===== config.mk =====
export PLATFORM = sky130hd
export DESIGN_NAME = pipe_ctrl_hazard
export DESIGN_NICKNAME = d
export VERILOG_FILES = /design/src/rtl/pipe_pkg.sv /design/src/rtl/pipe_stage_reg.sv /design/src/rtl/pipe_ctrl_hazard.sv
export SDC_FILE = /design/constraint.sdc
export NUM_CORES = 1
export LEC_CHECK = 0
export CORE_ASPECT_RATIO = 1.25
export CORE_MARGIN = 4
export CORE_UTILIZATION = 50
export CTS_BUF_LIST = sky130_fd_sc_hd__clkbuf_4
export CTS_CLUSTER_SIZE = 30
export DETAILED_ROUTE_END_ITERATION = 6
export PLACE_DENSITY = 0.95
export RECOVER_POWER = 50
export SYNTH_ARGS = -nofsm -noshare
export SYNTH_HDL_FRONTEND = slang
export SYNTH_SLANG_ARGS = --single-unit

===== constraint.sdc =====
create_clock -name CLK -period 3.17 [get_ports CLK]
set_input_delay 0.317 -clock CLK [delete_from_list [all_inputs] [get_ports CLK]]
set_output_delay 0.317 -clock CLK [all_outputs]
set_load 0.02 [all_outputs]

===== src/rtl/pipe_pkg.sv =====
`default_nettype none
// +----------------------------------------------------------------------+
// | Module   : pipe_pkg                                                  |
// | Purpose  : Shared constants, stage bundle type and forwarding helper |
// |            for the pipeline control / hazard unit.                   |
// | Revision : 1.0 - initial parametrised release                        |
// +----------------------------------------------------------------------+
package pipe_pkg;

   // Forwarding mux selects for the E-stage ALU operands
   localparam logic [1:0] FWD_RF = 2'b00;
   localparam logic [1:0] FWD_M  = 2'b10;
   localparam logic [1:0] FWD_W  = 2'b01;

   // Default widths of the canonical stage bundle
   localparam int DEF_CTRL_W = 8;
   localparam int DEF_RA_W   = 5;

   // Fields carried by every pipeline stage register, MSB first
   typedef struct packed {
      logic [DEF_CTRL_W-1:0] ctrl;
      logic                  regwrite;
      logic                  memtoreg;
      logic                  memwrite;
      logic [DEF_RA_W-1:0]   dst;
   } stage_t;

   // M result is younger than W, so an M hit wins over a W hit
   function automatic logic [1:0] fwdSelect(input logic hitM, input logic hitW);
      logic [1:0] sel;
      sel = FWD_RF;
      if (hitM)
         sel = FWD_M;
      else if (hitW)
         sel = FWD_W;
      return sel;
   endfunction

endpackage
`default_nettype wire


===== src/rtl/pipe_stage_reg.sv =====
`default_nettype none
// +----------------------------------------------------------------------+
// | Module   : pipe_stage_reg                                            |
// | Purpose  : Pipeline register with hold (En low) and bubble (Clr).    |
// | Revision : 1.0 - initial parametrised release                        |
// +----------------------------------------------------------------------+
module pipe_stage_reg #(
   parameter int WIDTH = 8
) (
   input  logic             CLK,
   input  logic             Reset,
   input  logic             En,
   input  logic             Clr,
   input  logic [WIDTH-1:0] D,
   output logic [WIDTH-1:0] Q
);

   logic [WIDTH-1:0] r_q;

   // Bubble has priority over load; En low holds the current contents
   always_ff @(posedge CLK or negedge Reset) begin
      if (!Reset)
         r_q <= '0;
      else if (Clr)
         r_q <= '0;
      else if (En)
         r_q <= D;
   end

   assign Q = r_q;

endmodule
`default_nettype wire


===== src/rtl/pipe_ctrl_hazard.sv =====
`default_nettype none
// +----------------------------------------------------------------------+
// | Module   : pipe_ctrl_hazard                                          |
// | Purpose  : Stages the decoder control word D->E->M->W and resolves   |
// |            forwarding, load-use/branch stalls, flushes and memory    |
// |            wait freezes; counts stall cycles.                        |
// | Revision : 1.0 - initial parametrised release                        |
// +----------------------------------------------------------------------+
module pipe_ctrl_hazard
   import pipe_pkg::*;
#(
   parameter int CTRL_W       = 8,
   parameter int RA_W         = 5,
   parameter int CNT_W        = 16,
   parameter int USE_MEM_WAIT = 1
) (
   input  logic              CLK,
   input  logic              Reset,
   input  logic [CTRL_W-1:0] CtrlD,
   input  logic              RegWriteD,
   input  logic              MemToRegD,
   input  logic              MemWriteD,
   input  logic              BranchD,
   input  logic              PCSrcD,
   input  logic [RA_W-1:0]   RsD,
   input  logic [RA_W-1:0]   RtD,
   input  logic [RA_W-1:0]   RsE,
   input  logic [RA_W-1:0]   RtE,
   input  logic [RA_W-1:0]   DstRegD,
   input  logic              MemReadyM,
   input  logic              CntClr,
   output logic              StallF,
   output logic              StallD,
   output logic              FlushD,
   output logic              FlushE,
   output logic [1:0]        ForwardAE,
   output logic [1:0]        ForwardBE,
   output logic              ForwardAD,
   output logic              ForwardBD,
   output logic [CTRL_W-1:0] CtrlE,
   output logic [CTRL_W-1:0] CtrlM,
   output logic [CTRL_W-1:0] CtrlW,
   output logic              RegWriteE,
   output logic              RegWriteM,
   output logic              RegWriteW,
   output logic              MemToRegE,
   output logic              MemToRegM,
   output logic              MemToRegW,
   output logic              MemWriteM,
   output logic [RA_W-1:0]   DstRegE,
   output logic [RA_W-1:0]   DstRegM,
   output logic [RA_W-1:0]   DstRegW,
   output logic [CNT_W-1:0]  StallCnt
);

   // Same field order as pipe_pkg::stage_t, sized by this instance
   typedef struct packed {
      logic [CTRL_W-1:0] ctrl;
      logic              regwrite;
      logic              memtoreg;
      logic              memwrite;
      logic [RA_W-1:0]   dst;
   } stageBundle_t;

   localparam int c_STAGE_W = $bits(stageBundle_t);

   stageBundle_t     w_stageD;
   stageBundle_t     r_stageE;
   stageBundle_t     r_stageM;
   stageBundle_t     r_stageW;
   logic             w_memWait;
   logic             w_lwStall;
   logic             w_brStall;
   logic             w_hazStall;
   logic             w_stall;
   logic             w_enE;
   logic             w_clrE;
   logic             w_enM;
   logic             w_clrW;
   logic             w_flushD;
   logic             w_flushE;
   logic             w_wrM;
   logic             w_wrW;
   logic             w_wrE;
   logic             w_ldM;
   logic [CNT_W-1:0] r_stallCnt;

   assign w_stageD = '{ctrl: CtrlD, regwrite: RegWriteD, memtoreg: MemToRegD,
                       memwrite: MemWriteD, dst: DstRegD};

   generate
      if (USE_MEM_WAIT != 0) begin : g_memWait
         assign w_memWait = (r_stageM.memtoreg | r_stageM.memwrite) & ~MemReadyM;
      end else begin : g_noMemWait
         logic w_unusedMemReady;
         assign w_unusedMemReady = MemReadyM;
         assign w_memWait        = 1'b0;
      end
   endgenerate

   // Register-0 writes never take part in forwarding or hazard checks
   assign w_wrE = r_stageE.regwrite & (r_stageE.dst != '0);
   assign w_wrM = r_stageM.regwrite & (r_stageM.dst != '0);
   assign w_wrW = r_stageW.regwrite & (r_stageW.dst != '0);
   assign w_ldM = r_stageM.memtoreg & (r_stageM.dst != '0);

   // Hazard detection and stall/flush priority: memory wait, then data hazards, then redirect
   always_comb begin
      w_lwStall  = r_stageE.memtoreg & (r_stageE.dst != '0) &
                   ((r_stageE.dst == RsD) | (r_stageE.dst == RtD));
      w_brStall  = BranchD &
                   ((w_wrE & ((r_stageE.dst == RsD) | (r_stageE.dst == RtD))) |
                    (w_ldM & ((r_stageM.dst == RsD) | (r_stageM.dst == RtD))));
      w_hazStall = w_lwStall | w_brStall;
      w_stall    = w_memWait | w_hazStall;
      w_flushE   = ~w_memWait & w_hazStall;
      w_flushD   = ~w_memWait & ~w_hazStall & PCSrcD;
      // A freeze holds E and M and drains W; a data hazard bubbles E only
      w_enE      = ~w_memWait;
      w_clrE     = w_flushE;
      w_enM      = ~w_memWait;
      w_clrW     = w_memWait;
   end

   // Forwarding selects toward the E-stage ALU and the D-stage comparator
   always_comb begin
      ForwardAE = fwdSelect(w_wrM & (r_stageM.dst == RsE), w_wrW & (r_stageW.dst == RsE));
      ForwardBE = fwdSelect(w_wrM & (r_stageM.dst == RtE), w_wrW & (r_stageW.dst == RtE));
      ForwardAD = w_wrM & (r_stageM.dst == RsD);
      ForwardBD = w_wrM & (r_stageM.dst == RtD);
   end

   pipe_stage_reg #(.WIDTH(c_STAGE_W)) uStageE (
      .CLK(CLK), .Reset(Reset), .En(w_enE), .Clr(w_clrE), .D(w_stageD), .Q(r_stageE));

   pipe_stage_reg #(.WIDTH(c_STAGE_W)) uStageM (
      .CLK(CLK), .Reset(Reset), .En(w_enM), .Clr(1'b0), .D(r_stageE), .Q(r_stageM));

   pipe_stage_reg #(.WIDTH(c_STAGE_W)) uStageW (
      .CLK(CLK), .Reset(Reset), .En(1'b1), .Clr(w_clrW), .D(r_stageM), .Q(r_stageW));

   // Saturating stall-cycle counter; clear wins over increment
   always_ff @(posedge CLK or negedge Reset) begin
      if (!Reset)
         r_stallCnt <= '0;
      else if (CntClr)
         r_stallCnt <= '0;
      else if (w_stall && (r_stallCnt != '1))
         r_stallCnt <= r_stallCnt + {{(CNT_W-1){1'b0}}, 1'b1};
   end

   assign StallF    = w_stall;
   assign StallD    = w_stall;
   assign FlushD    = w_flushD;
   assign FlushE    = w_flushE;
   assign CtrlE     = r_stageE.ctrl;
   assign CtrlM     = r_stageM.ctrl;
   assign CtrlW     = r_stageW.ctrl;
   assign RegWriteE = r_stageE.regwrite;
   assign RegWriteM = r_stageM.regwrite;
   assign RegWriteW = r_stageW.regwrite;
   assign MemToRegE = r_stageE.memtoreg;
   assign MemToRegM = r_stageM.memtoreg;
   assign MemToRegW = r_stageW.memtoreg;
   assign MemWriteM = r_stageM.memwrite;
   assign DstRegE   = r_stageE.dst;
   assign DstRegM   = r_stageM.dst;
   assign DstRegW   = r_stageW.dst;
   assign StallCnt  = r_stallCnt;

endmodule
`default_nettype wire


==> flow_summary.yaml <==
status:
  status: "complete, but fails checks"
  violations: "max-capacitance violations, max-slew violations"
route:
  avgViaCountPerCell: 5.45
  num_vias: 2806
  ant_nets: 0
  drt_iter0_drc: 232
  wl_per_cell_microns: 17.1
  drc: 0
  drt_wl_total_microns: 8810
  dr.pass1.iters: 4
critical_path:
  max_stage_delay_ns: 0.60
  critPathMaxFanout: 6
  end_kind: "output pin"
  crit_arrival_ns: 2.64
  cp.required_ns: 2.85
  critPathLaunchType: "register"
  path_class: "reg -> out"
  cpMaxStageDelayCell: "clkdlybuf4s50_1"
  path_cells: "or4_1 -> nor2_1 -> a211oi_2 -> nor3_4 -> and2_1 -> clkdlybuf4s50_1"
grt:
  grt_pass1_vias: 2859
  grt_max_degree: 43
  grt_antenna_before_repair: 0
  track_usage_pct: 23.0
  grt-ovfl-total: 0
  grt_pass1_wl_microns: 14200
final_layout:
  design_area_sq_um: 4470
  layout_common_cells: "107 x clkdlybuf4s50_1, 63 x dfrtp_1, 59 x nand2_1"
  drive_gt1_share_pct: 7.21
  n_antenna_cell: 0
  post-route-util_pct: 71.6
  layout_commonest_cell: "clkdlybuf4s50_1"
  final_cell_count_no_fill: 515
  fin_nets: 468
  syn_to_final_growth_pct: 37.2
clocking:
  clkTransAtPathRegs_ns: 0.11
  clock_sinks: 63
  cts_tree: "yes"
  clk_latency_ns: 0.39
  clk_path_buf_depth: 2
  h-tree-depth: 3
  cts_root_buffer: "clkbuf_4"
  cts_hold_buf: 0
  cts-buffers-inserted: 9
yosys:
  synth.ff_latch_count: 63
  yosysWarnings: 0
  synth_area_leaders: "dfrtp_1 48%, xor2_1 7.0%, nand2_1 6.8%"
  yosysTopAreaCellShare_pct: 48.4
  yosysUniqueCellTypes: 43
  syn-cell-area_sq_um: 3260
  synth_edf_count: 0
  synth.avg_cell_area_sq_um: 9.99
  yosysSeqAreaShare_pct: 48.4
  syn_inst: 326
  ys_async_sr_fraction_pct: 100
  synth_top_area_cell: "dfrtp_1"
  synth_flop_cell: "dfrtp_1"
  syn_nets: 369
die:
  core_area_sq_um: 6250
  num_rows: 32
  chipWidth_microns: 80.2
  die_y_microns: 98.3
  io_pins: 114
  die_area_sq_um: 7880
  start_util_pct: 52.2
sta:
  hold_viol: 0
  min_period_ns: 2.96
  setup_viol: 0
  min_period_over_period_pct: 93.3
  drv_slew: 43
  fmax_mhz: 338
  skew_ns: 0.0126
  grt_setup_unrepaired: "false"
  fin_ws_ns: 0.212
  fin_setup_tns_ns: 0
  worst_pin_slew_ns: 2.23
  slew_headroom_pct: -48.9
placement:
  port_buffers: 113
  hpwl_microns: 6610
  place_congestion: 0.883
  pre_cts_ws_ns: 0.291
  place_inst: 498
  placed_area_sq_um: 4330
power:
  powerDensity_nw_per_um2: 859
  ir_drop_v: 0.000369
  p_leak_nw: 1.90
worst_hold_path:
  hp-class: "reg -> reg"
run:
  maxCapViolCount: 1
## state kept, by name (all words and copies together), names as in the netlist
signal     flops
StallCnt      16
uStageE.Q     16
uStageM.Q     16
uStageW.Q     15
## per-layer routing
layer  vias to the layer above  GRT usage [%]  share of wire, %
met1                      1376           25.6                37
met5                         -              0                 0
li1                       1306              -                 -
met2                       116           42.5                55
met3                         8           5.54               7.0
met4                         0           6.89              0.99
## final cells by class
| cell class | instances | area [sq um] |
|---|---|---|
| fill | 465 | 1780 |
| sequential | 63 | 1580 |
| multi-input combinational | 230 | 1480 |
| timing repair buffer | 119 | 1160 |
| tap | 85 | 106 |
| clock inverter | 7 | 73.8 |
| clock buffer | 9 | 67.6 |
| inverter | 2 | 7.51 |
## cells in the mapped netlist (all sizes together) (3+ instances only)
library cell,count
nand3,14
nor3,8
nand4,4
and2,16
o21ai,3
a22o,16
nor4,6
a21oi,11
nand2,59
nor2b,3
o31ai,7
xor2,26
buf,23
xnor2,14
dfrtp,63
and3,3
or4,11
clkbuf,8
nor2,12
## report_power, final
group,total [mW],switching [mW],internal [mW]
Clock,0.543,0.302,0.241
Sequential,1.43,0.355,1.08
Combinational,1.87,0.977,0.888
## final timing paths
kind                                from  cells past startpoint  slack, ns            end
max                         uStageE.Q[1]                      6       0.21         FlushD
max reg2reg                 uStageE.Q[0]                      9       0.58   StallCnt[15]
min                        uStageM.Q[10]                      2       0.51  uStageM.Q[10]
min in group asynchronous          Reset                      1       0.58    StallCnt[0]
max in group asynchronous          Reset                      2       1.13   uStageE.Q[7]
min reg2reg                uStageM.Q[10]                      2       0.51  uStageM.Q[10]
## what timing repair did
item | CTS | global route
endpoints found under the setup margin | 1 | 0
resized for setup | 0 | 0
buffers inserted | 1 | 0
## logic make-up (layout without fill, tap and decap cells)
family,after synthesis,in the layout,share of synthesized area [%]
AO/OA/AOI/OAI,44,44,10.1
XOR/XNOR,40,40,10.8
flip-flops,63,63,48.4
buffers and inverters,33,137,6.30
adder cells (fa/ha/maj),1,1,0.384
AND/OR/NAND/NOR,142,142,23.1
multiplexers,3,3,0.998
## stage by stage
stage / total power, mW / hold slack (ns)
floorplan: 2.55 / 0.0214
global placement: 3.25 / 0.472
detailed placement: 3.33 / 0.479
CTS: 3.88 / 0.0784
global route: 4.08 / 0.498
finish: 3.84 / 0.507
## critical path, delay by kind of cell, from the launching register on
family	cells	cell delay [ns]
buf+inv	1	0.60
simple gates	4	1.10
compound gates	1	0.08
flops	1	0.48
No activity file was read; power rests on OpenSTA's default activity.
